[src/rtl/fibonacci.sv]
// Iterative Fibonacci engine: start captures n, one addition per clock, done pulses with F(n).
// Optional FIB_SATURATE_EN: sticky overflow tracking, results past 2^32-1 read 32'hFFFF_FFFF.
module fibonacci #(
    parameter int unsigned N_WIDTH = 8
) (
    input  logic [N_WIDTH-1:0] num,
    input  logic               start,
    input  logic               clk,
    output logic [31:0]        fib,
    output logic               done,
    input  logic               rst
);

    localparam int unsigned DATA_W = 32;

    typedef enum logic {
        IDLE = 1'b0,
        RUN  = 1'b1
    } state_e;

    state_e              state_q;
    logic [DATA_W-1:0]   a_q;
    logic [DATA_W-1:0]   b_q;
    logic [DATA_W-1:0]   fib_q;
    logic [N_WIDTH-1:0]  cnt_q;
    logic                done_q;

`ifdef FIB_SATURATE_EN
    // Carry out of bit 31 marks the new b as no longer exact.
    logic [DATA_W:0]     sum_d;
    logic                ovf_a_q;
    logic                ovf_b_q;
    assign sum_d = {1'b0, a_q} + {1'b0, b_q};
`else
    logic [DATA_W-1:0]   sum_d;
    assign sum_d = a_q + b_q;
`endif

    always_ff @(posedge clk) begin
        if (rst) begin
            state_q <= IDLE;
            a_q     <= '0;
            b_q     <= DATA_W'(1);
            cnt_q   <= '0;
            fib_q   <= '0;
            done_q  <= 1'b0;
`ifdef FIB_SATURATE_EN
            ovf_a_q <= 1'b0;
            ovf_b_q <= 1'b0;
`endif
        end else if (start) begin
            // Start wins in any state; an aborted job never reports done.
            state_q <= RUN;
            a_q     <= '0;
            b_q     <= DATA_W'(1);
            cnt_q   <= num;
            done_q  <= 1'b0;
`ifdef FIB_SATURATE_EN
            ovf_a_q <= 1'b0;
            ovf_b_q <= 1'b0;
`endif
        end else begin
            case (state_q)
                IDLE: begin
                    done_q <= 1'b0;
                end
                RUN: begin
                    if (cnt_q != '0) begin
                        a_q   <= b_q;
                        b_q   <= sum_d[DATA_W-1:0];
                        cnt_q <= cnt_q - N_WIDTH'(1);
`ifdef FIB_SATURATE_EN
                        ovf_a_q <= ovf_b_q;
                        ovf_b_q <= ovf_a_q | ovf_b_q | sum_d[DATA_W];
`endif
                    end else begin
`ifdef FIB_SATURATE_EN
                        fib_q <= ovf_a_q ? {DATA_W{1'b1}} : a_q;
`else
                        fib_q <= a_q;
`endif
                        done_q  <= 1'b1;
                        state_q <= IDLE;
                    end
                end
                default: begin
                    state_q <= IDLE;
                    done_q  <= 1'b0;
                end
            endcase
        end
    end

    assign fib  = fib_q;
    assign done = done_q;

endmodule

[config.mk]
export PLATFORM = sky130hd
export DESIGN_NAME = fibonacci
export DESIGN_NICKNAME = d
export VERILOG_FILES = /design/src/rtl/fibonacci.sv
export SDC_FILE = /design/constraint.sdc
export NUM_CORES = 1
export LEC_CHECK = 0
export ABC_AREA = 0
export BUFFER_PORTS_ARGS = -buffer_cell sky130_fd_sc_hd__buf_2
export CAP_MARGIN = 20
export CORE_AREA = 2 2 88 107
export DETAILED_ROUTE_END_ITERATION = 8
export DIE_AREA = 0 0 90 109
export PLACE_DENSITY = 0.95
export SYNTH_ARGS = -nofsm -noshare
export SYNTH_HDL_FRONTEND = slang
export SYNTH_SLANG_ARGS = --single-unit
[constraint.sdc]
create_clock -name clk -period 7.15 [get_ports clk]
set_input_delay 1.43 -clock clk [delete_from_list [all_inputs] [get_ports clk]]
set_output_delay 1.43 -clock clk [all_outputs]
set_load 0.03 [all_outputs]
# Word-level counts from Yosys, hierarchy flattened
# Cells that the tools add are included.
[totals]
reg_bits = 106
inputBits = 11
out_inout_bits = 33
elab_cells = 27
[op_classes]
add_sub_neg = 2
eq_ne = 1
muxes = 8
n_bitwise = 3
n_reduce_logical = 7
[op_table]
columns = ["operator", "count"]
rows = [
  ["$add A32 B32 Y32", 1],
  ["$mux W8", 3],
  ["$reduce_bool A8 Y1", 1],
  ["$sub A8 B1 Y8 const B", 1],
  ["$mux W1", 4],
  ["$reduce_and A2 Y1", 2],
  ["$reduce_bool A2 Y1", 2],
  ["$not A1 Y1", 3],
  ["$reduce_and A3 Y1", 1],
  ["$ne A2 B2 Y1 const B", 1],
  ["$pmux W1 S2", 1],
  ["$reduce_or A2 Y1", 1],
]

# Longest topological paths before layout
# Gate-level depths: netlist of run 1.
[depth]
word_depth = 4
mapped_depth = 11
mapped_depth_nobuf = 10

# Least setup slack after synthesis of run 1
# No wires, ideal clock.
[synth_path]
kind = "input-to-reg"
start = "input port start"
end = "register b_q[3]"
setup_ns = 0.128
arrival_time_ns = 2.749
t_required_ns = 7.022
setup_slack_ns = 4.273
stages = 6
path_buffers = 4
cell_sequence = "clkbuf_1 > or2_2 > clkbuf_1 > clkbuf_1 > clkbuf_1 > nor2_1"
[synth_between]
elab_chain_cells = 1
[synth_rtl]
columns = ["item", "line_no", "rtl"]
rows = [
  ["start, declared", "7", "input logic start,"],
  ["$reduce_or A2 Y1 (no source line)", "-", ""],
  ["end signal, assigned", "70", "b_q <= sum_d[DATA_W-1:0];"],
  ["end, declared", "23", "logic [DATA_W-1:0] b_q;"],
]
# No other way between the ends.
# A chain may end at the register's enable or synchronous reset.

# Worst setup path in the final report of run 1
[layout_path]
start = "input port rst"
end = "register b_q[13]"
[layout_between]
elab_chain_cells = 1
[layout_rtl]
columns = ["item", "line_no", "rtl"]
rows = [
  ["start, declared", "11", "input logic rst"],
  ["$reduce_or A2 Y1 (no source line)", "-", ""],
]
# No other way between the ends.

==> flow_summary.yaml, run 1 <==
power_and_ir_drop:
  internal_power_mw: 0.798
  power.density_nw_per_um2: 176
  p_sw_frac: 0.255
  peakVddDrop_v: 0.000128
  clkPwrFrac: 0.354
  p_seq_frac: 0.563
  p_sw_mw: 0.273
  power_mw: 1.07
  leakagePower_nw: 2.42
  power_frac_comb: 0.083
floorplanning:
  die_w_um: 90
  start_util: 0.637
  io_pins: 44
  coreArea_sq_um: 8840
  rows: 38
  fp.dieArea_sq_um: 9810
  die_y_um: 109
yosys:
  synth-compound-area-share: 0.230
  synth-edff-count: 0
  synthAdderAreaFrac: 0.0768
  syn_area_per_cell_sq_um: 7.70
  yosys-top-cells-area: "dfxtp_1 38%, nand2_1 12%, a21oi_1 11%"
  ys_types: 66
  synth-xor-area-share: 0.0373
  synth_ff_type: "dfxtp_1"
  ys_ff_latch: 106
  postSynth.asyncResetShare: 0
  yosys.area_share.simple: 0.230
  ys_seq_area_frac: 0.377
  synth_area_sq_um: 5630
  synth_warnings: 0
  synthCells: 732
  synthMuxAreaShare: 0.00711
  synth_nets: 777
  yosysTopAreaCell: "dfxtp_1"
  synth_top_family_by_area: "simple AND/OR/NAND/NOR gates"
  yosysTopAreaCellShare: 0.377
grt:
  antenna_found_initial: 0
  grt_pass1_wl_um: 21400
  grt_overflow: 0
  grt_pass1_vias: 4948
  grt_max_degree: 78
  grt_usage: 0.264
setup_path:
  cp-startpoint: "rst"
  critical_path_depth: 6
  end_kind: "register"
  cpMaxStageDelayCell: "buf_2"
  cp_cell_sequence: "buf_2, or2_2, buf_4, nor4_1, mux2i_1, nand3_1"
  r2r-end: "b_q[30]"
  cp.arrival_ps: 3220
  max_stage_delay_ps: 620
  cp_top_family: "buffers and inverters"
  worstSetupStartpointType: "input port"
  required_ps: 7410
  worst-r2r-cell-count: 10
  critPathBufInv: 2
  crit_fanout: 65
  reg2reg_from: "a_q[0]"
  setup.worst_path.end: "b_q[13]"
  critPathKind: "input port to register"
  worst-r2r-setup-slack_ps: 4390
finish:
  drive_above_1_share: 0.106
  antennaDiodeCount: 0
  syn2layout_area_growth_pct: 7.91
  fin_nets: 792
clocking:
  cts_setup_buffers: 0
  cts_root_buf: "clkbuf_8"
  holdBufCountCts: 0
  cts_tree: "done"
  clockBufferDepth: 2
  clock-sinks: 106
  clkTransAtPathRegs_ps: 90
  clk_latency_ps: 380
  numCtsBuffers: 9
  htreeDepth: 3
  cts_resized: 0
routing:
  totalWireLength_um: 12600
  highest_layer: "met4"
  drcViolationCount: 0
  drtPass1Iterations: 5
  wire_per_inst_um: 14.5
  met3_length_um: 628
  num_vias: 5281
  wl_met1_um: 5180
  drt-initial-drc-count: 404
  ant_nets: 0
  dr_wl_met2_um: 6380
  vias_per_cell: 6.06
timing:
  slew_headroom: 0.461
  worst_pin_slew_ps: 808
  hold_viol_final: 0
  fin_crit_sh: 0.414
  slew_viol_final: 0
  fin_worst_skew_ps: 12.8
  min_period_ps: 2960
  rsz0062_at_grt: "no"
  timing.fmax_mhz: 338
  finalSetupViolCount: 0
  fin_tns_setup_ps: 0
min_path:
  hold_class: "register to register"
placement:
  portBuffers: 43
  hpwl_um: 8760
  place_congestion: 0.959
flow_run:
  maxCapViolCount: 0
outcome:
  status: "finished, final reports clean"
[cell families (layout without fill, tap and decap cells)]
logic type / after synthesis / in the layout
AND/OR/NAND/NOR: 296 / 296
XOR/XNOR: 24 / 24
multiplexers: 4 / 4
AO/OA/AOI/OAI: 210 / 210
buffers and inverters: 58 / 78
flip-flops: 106 / 106
adder cells (fa/ha/maj): 34 / 34
[synth_stat cells (3+ instances only)]
library cell / count
o31ai_1: 4
a31oi_1: 3
nand3_1: 23
nor2_1: 33
o21ai_0: 14
or4_1: 4
o21ai_1: 5
ha_1: 33
a21o_1: 12
xnor2_1: 13
dfxtp_1: 106
nor4_1: 6
xor2_1: 11
nand4_1: 7
inv_1: 13
a211oi_1: 7
buf_2: 15
mux2i_1: 4
a21oi_1: 122
o21a_1: 4
o211ai_1: 3
nand2_1: 187
o21bai_1: 7
nor3_1: 9
nand2b_1: 3
clkbuf_1: 29
and3_1: 3
nand3b_1: 5
or3_1: 3
and2_1: 3
[registers in the layout, summed over array words and instances, names as in the netlist]
register / cells
a_q: 32
b_q: 32
done: 1
fib: 32
state_q: 1
cnt_q: 8
[worst min path at each step]
stage          startpoint      end  slack [ps]  cells after the start
2_1_floorplan     b_q[31]  a_q[31]         440                      2
6_report          fib[20]  fib[20]         450                      2
3_5_place_dp       fib[9]   fib[9]         440                      2
3_3_place_gp      fib[10]  fib[10]         440                      2
5_1_grt           fib[30]  fib[30]         480                      2
4_1_cts            fib[9]   fib[9]         460                      2
[worst min-delay path, stage by stage, from the launching register on]
cell and delay, ps:
dfxtp_1 310, nand2_1 50, a21oi_1 50
[layout by cell type (no fill, tap or decap), drive strengths merged, types with 7 or more instances in the layout]
master  synthesis  final
nand2         187    187
a21oi         124    124
dfxtp         106    106
buf            16     49
nor2           33     33
ha             33     33
nand3          23     23
o21ai          20     20
inv            13     13
xnor2          13     13
a21o           12     12
xor2           11     11
clkbuf         29     11
nor3            9      9
nand4           8      8
a211oi          8      8
o21bai          7      7
nor4            7      7
[cell type report]
type                       instances  area [sq um]
inverter                          13          48.8
clock inverter                     5          52.6
sequential                       106          2120
multi-input combinational        568          3290
timing repair buffer              49           260
tap                              120           150
fill                             711          2760
clock buffer                      11           151
[power by group through the flow]
stage | clock [mW] | sequential (mW) | combinational [mW]
global route | 0.408 | 0.604 | 0.0979
detailed placement | 0 | 0.617 | 0.0873
CTS | 0.386 | 0.603 | 0.0879
finish | 0.379 | 0.603 | 0.0890
floorplan | 0 | 0.615 | 0.0686
global placement | 0 | 0.616 | 0.0828
[metrics by stage]
step	std cells	setup slack [ps]	utilization	hold WS, ps	instance area [sq um]
2_1_floorplan	732	4270	-	440	5630
3_3_place_gp	856	3890	0.664	440	5880
3_5_place_dp	856	3820	0.664	444	5880
4_1_cts	872	4210	0.687	457	6080
5_1_grt	872	4090	0.687	482	6080
6_report	872	4190	0.687	453	6080
[layer usage]
metal	up-vias	track usage
met5	-	0
met1	2470	0.298
li1	2584	-
met2	186	0.473
met3	41	0.0539
met4	0	0.137
No activity file was read; power rests on OpenSTA's default activity.
==> run 2, diff against run 1 <==
--- a/config.mk
+++ b/config.mk
@@ -8,10 +8,10 @@
 export ABC_AREA = 0
 export BUFFER_PORTS_ARGS = -buffer_cell sky130_fd_sc_hd__buf_2
 export CAP_MARGIN = 20
-export CORE_AREA = 2 2 88 107
+export CORE_AREA = 2 2 97 117
 export DETAILED_ROUTE_END_ITERATION = 8
-export DIE_AREA = 0 0 90 109
-export PLACE_DENSITY = 0.95
+export DIE_AREA = 0 0 99 119
+export PLACE_DENSITY = 0.85
 export SYNTH_ARGS = -nofsm -noshare
 export SYNTH_HDL_FRONTEND = slang
 export SYNTH_SLANG_ARGS = --single-unit
==> constraint.sdc (replaced) <==
create_clock -name clk -period 2.4 [get_ports clk]
set_input_delay 0.48 -clock clk [delete_from_list [all_inputs] [get_ports clk]]
set_output_delay 0.48 -clock clk [all_outputs]
set_load 0.03 [all_outputs]
==> run 2 against run 1 <==
The flow now finishes with violations (negative setup slack). Global-route usage fell by 1.4 points. Clock power increased to 4.6 times the previous value. Sequential share of layout area is 4.8 points lower. Die area up 20%. Clock skew fell by 6.7 ps. Non-clock buffer count grew 61. Critical path type is now register to register. Largest power group unchanged. Highest routed layer unchanged.
==> flow_summary.yaml, run 2 (synthesis gave the netlist of run 1 again) <==
outcome:
  status: "finished, violations left"
  violations: "negative setup slack"
setup_path:
  cp_top_family: "compound AO/OA/AOI/OAI gates"
  worstSetupStartpointType: "register"
  required_ps: 2670
  cp.arrival_ps: 2710
  crit_fanout: 3
  cpMaxStageDelayCell: "o311a_2"
  r2r-end: "b_q[27]"
  max_stage_delay_ps: 370
  end_kind: "register"
  critical_path_depth: 10
  cp_cell_sequence: "ha_4, buf_4, a211oi_2, nor2_1, o311a_2, o311a_4, o2111ai_4, a21o_1, a21boi_1, o41ai_2"
  critPathKind: "register to register"
  worst-r2r-cell-count: 10
  worst-r2r-setup-slack_ps: -50
  reg2reg_from: "b_q[0]"
  cp-startpoint: "b_q[0]"
  setup.worst_path.end: "b_q[27]"
  critPathBufInv: 1
finish:
  fin_util: 0.661
  drive_above_1_share: 0.245
  final_common_cell: "nand2_1"
  syn2layout_area_growth_pct: 26.4
  final_cell_mix: "185 x nand2_1, 114 x a21oi_1, 93 x dfxtp_1"
  ff_latch_area_sq_um: 2140
  stdcell_count: 945
  multiInputGateArea_sq_um: 3670
  fin_nets: 853
  antennaDiodeCount: 0
  fillers: 816
power_and_ir_drop:
  power_mw: 3.87
  p_seq_frac: 0.465
  p_sw_mw: 0.908
  clkPwrFrac: 0.449
  peakVddDrop_v: 0.000315
  power.density_nw_per_um2: 543
  power_frac_comb: 0.086
  leakagePower_nw: 2.80
  p_sw_frac: 0.235
  internal_power_mw: 2.96
grt:
  grt_pass1_vias: 5235
  grt_overflow: 0
  grt_max_degree: 56
  antenna_found_initial: 0
  grt_pass1_wl_um: 24300
  grt_usage: 0.249
flow_run:
  maxCapViolCount: 0
placement:
  portBuffers: 43
  post-place-cells: 923
  hpwl_um: 9270
  place_congestion: 0.888
clocking:
  clk_latency_ps: 360
  cts_tree: "done"
  clock-sinks: 106
  clkTransAtPathRegs_ps: 70
  numCtsBuffers: 9
  htreeDepth: 3
  cts_root_buf: "clkbuf_16"
  holdBufCountCts: 0
  clockBufferDepth: 2
timing:
  rsz0062_at_grt: "yes"
  setup_slack_ps: -48.4
  hold_slack_ps: 351
  slew_headroom: 0.536
  fin_worst_skew_ps: 6.15
  fin_crit_sh: 1.02
  finalSetupViolCount: 1
  worst_pin_slew_ps: 695
  hold_viol_final: 0
  min_period_ps: 2450
  slew_viol_final: 0
  fin_tns_setup_ps: -48.4
  timing.fmax_mhz: 408
floorplanning:
  start_util: 0.523
  die_y_um: 119
  coreArea_sq_um: 10800
  rows: 42
  fp.dieArea_sq_um: 11800
  io_pins: 44
  die_w_um: 99
routing:
  num_vias: 5640
  vias_per_cell: 5.97
  drtPass1Iterations: 7
  ant_nets: 0
  totalWireLength_um: 15600
  drcViolationCount: 0
  drt-initial-drc-count: 472
  wire_per_inst_um: 16.5
min_path:
  hold_class: "input port to register"
run 2: cell count changes in the layout (fill, tap and decap cells not counted), moves of 9 or more:
cell,change
buf_4,+59
clkbuf_16,+9
clkbuf_8,-9
dfxtp_1,-13
dfxtp_2,+12
ha_1,-17
ha_4,+16
run 2: worst min-delay path, stage by stage:
cell	delay (ps)
buf_2	80
a21oi_1	50
nor2_1	70
run 2: stage by stage:
step | instance area, sq um | setup WS (ps)
after global placement | 6330 | -19.6
after detailed placement | 6330 | -92.2
after CTS | 6980 | -0.0593
after floorplan | 5630 | 64.5
final | 7120 | -48.4
after global routing | 7120 | -131
run 2: cell type report:
class                      count  share of cell area
clock buffer                  12              0.0360
clock inverter                 4              0.0137
inverter                      13             0.00685
multi-input combinational    568               0.515
sequential                   106               0.301
tap                          132              0.0232
timing repair buffer         110               0.104
run 2: worst min path at each step:
stage | cells after the start | slack (ps) | startpoint | end
after global routing | 3 | 380 | num[2] | cnt_q[2]
after detailed placement | 2 | 440 | fib[25] | fib[25]
final | 3 | 350 | num[6] | cnt_q[6]
after floorplan | 2 | 440 | b_q[31] | a_q[31]
after global placement | 2 | 440 | fib[22] | fib[22]
after CTS | 3 | 350 | num[6] | cnt_q[6]
run 2: power groups by stage:
stage	Combinational [mW]	Clock [mW]	Sequential, mW
2_1_floorplan	0.204	0	1.83
3_3_place_gp	0.292	0	1.84
3_5_place_dp	0.297	0	1.84
4_1_cts	0.306	1.74	1.80
5_1_grt	0.358	1.82	1.80
6_report	0.332	1.74	1.80
run 2: metal layers:
| metal | wire length, um | vias up | global-route usage |
|---|---|---|---|
| li1 | - | 2706 | - |
| met1 | 6470 | 2695 | 0.296 |
| met2 | 8030 | 199 | 0.432 |
| met3 | 643 | 40 | 0.0434 |
| met4 | 438 | 0 | 0.118 |
| met5 | 0 | - | 0 |
run 2: repair_timing:
item | in CTS | in global routing
buffers inserted | 3 | 4
setup endpoints to repair | 10 | 15
pin swaps | 15 | 20
gates resized for setup | 43 | 30
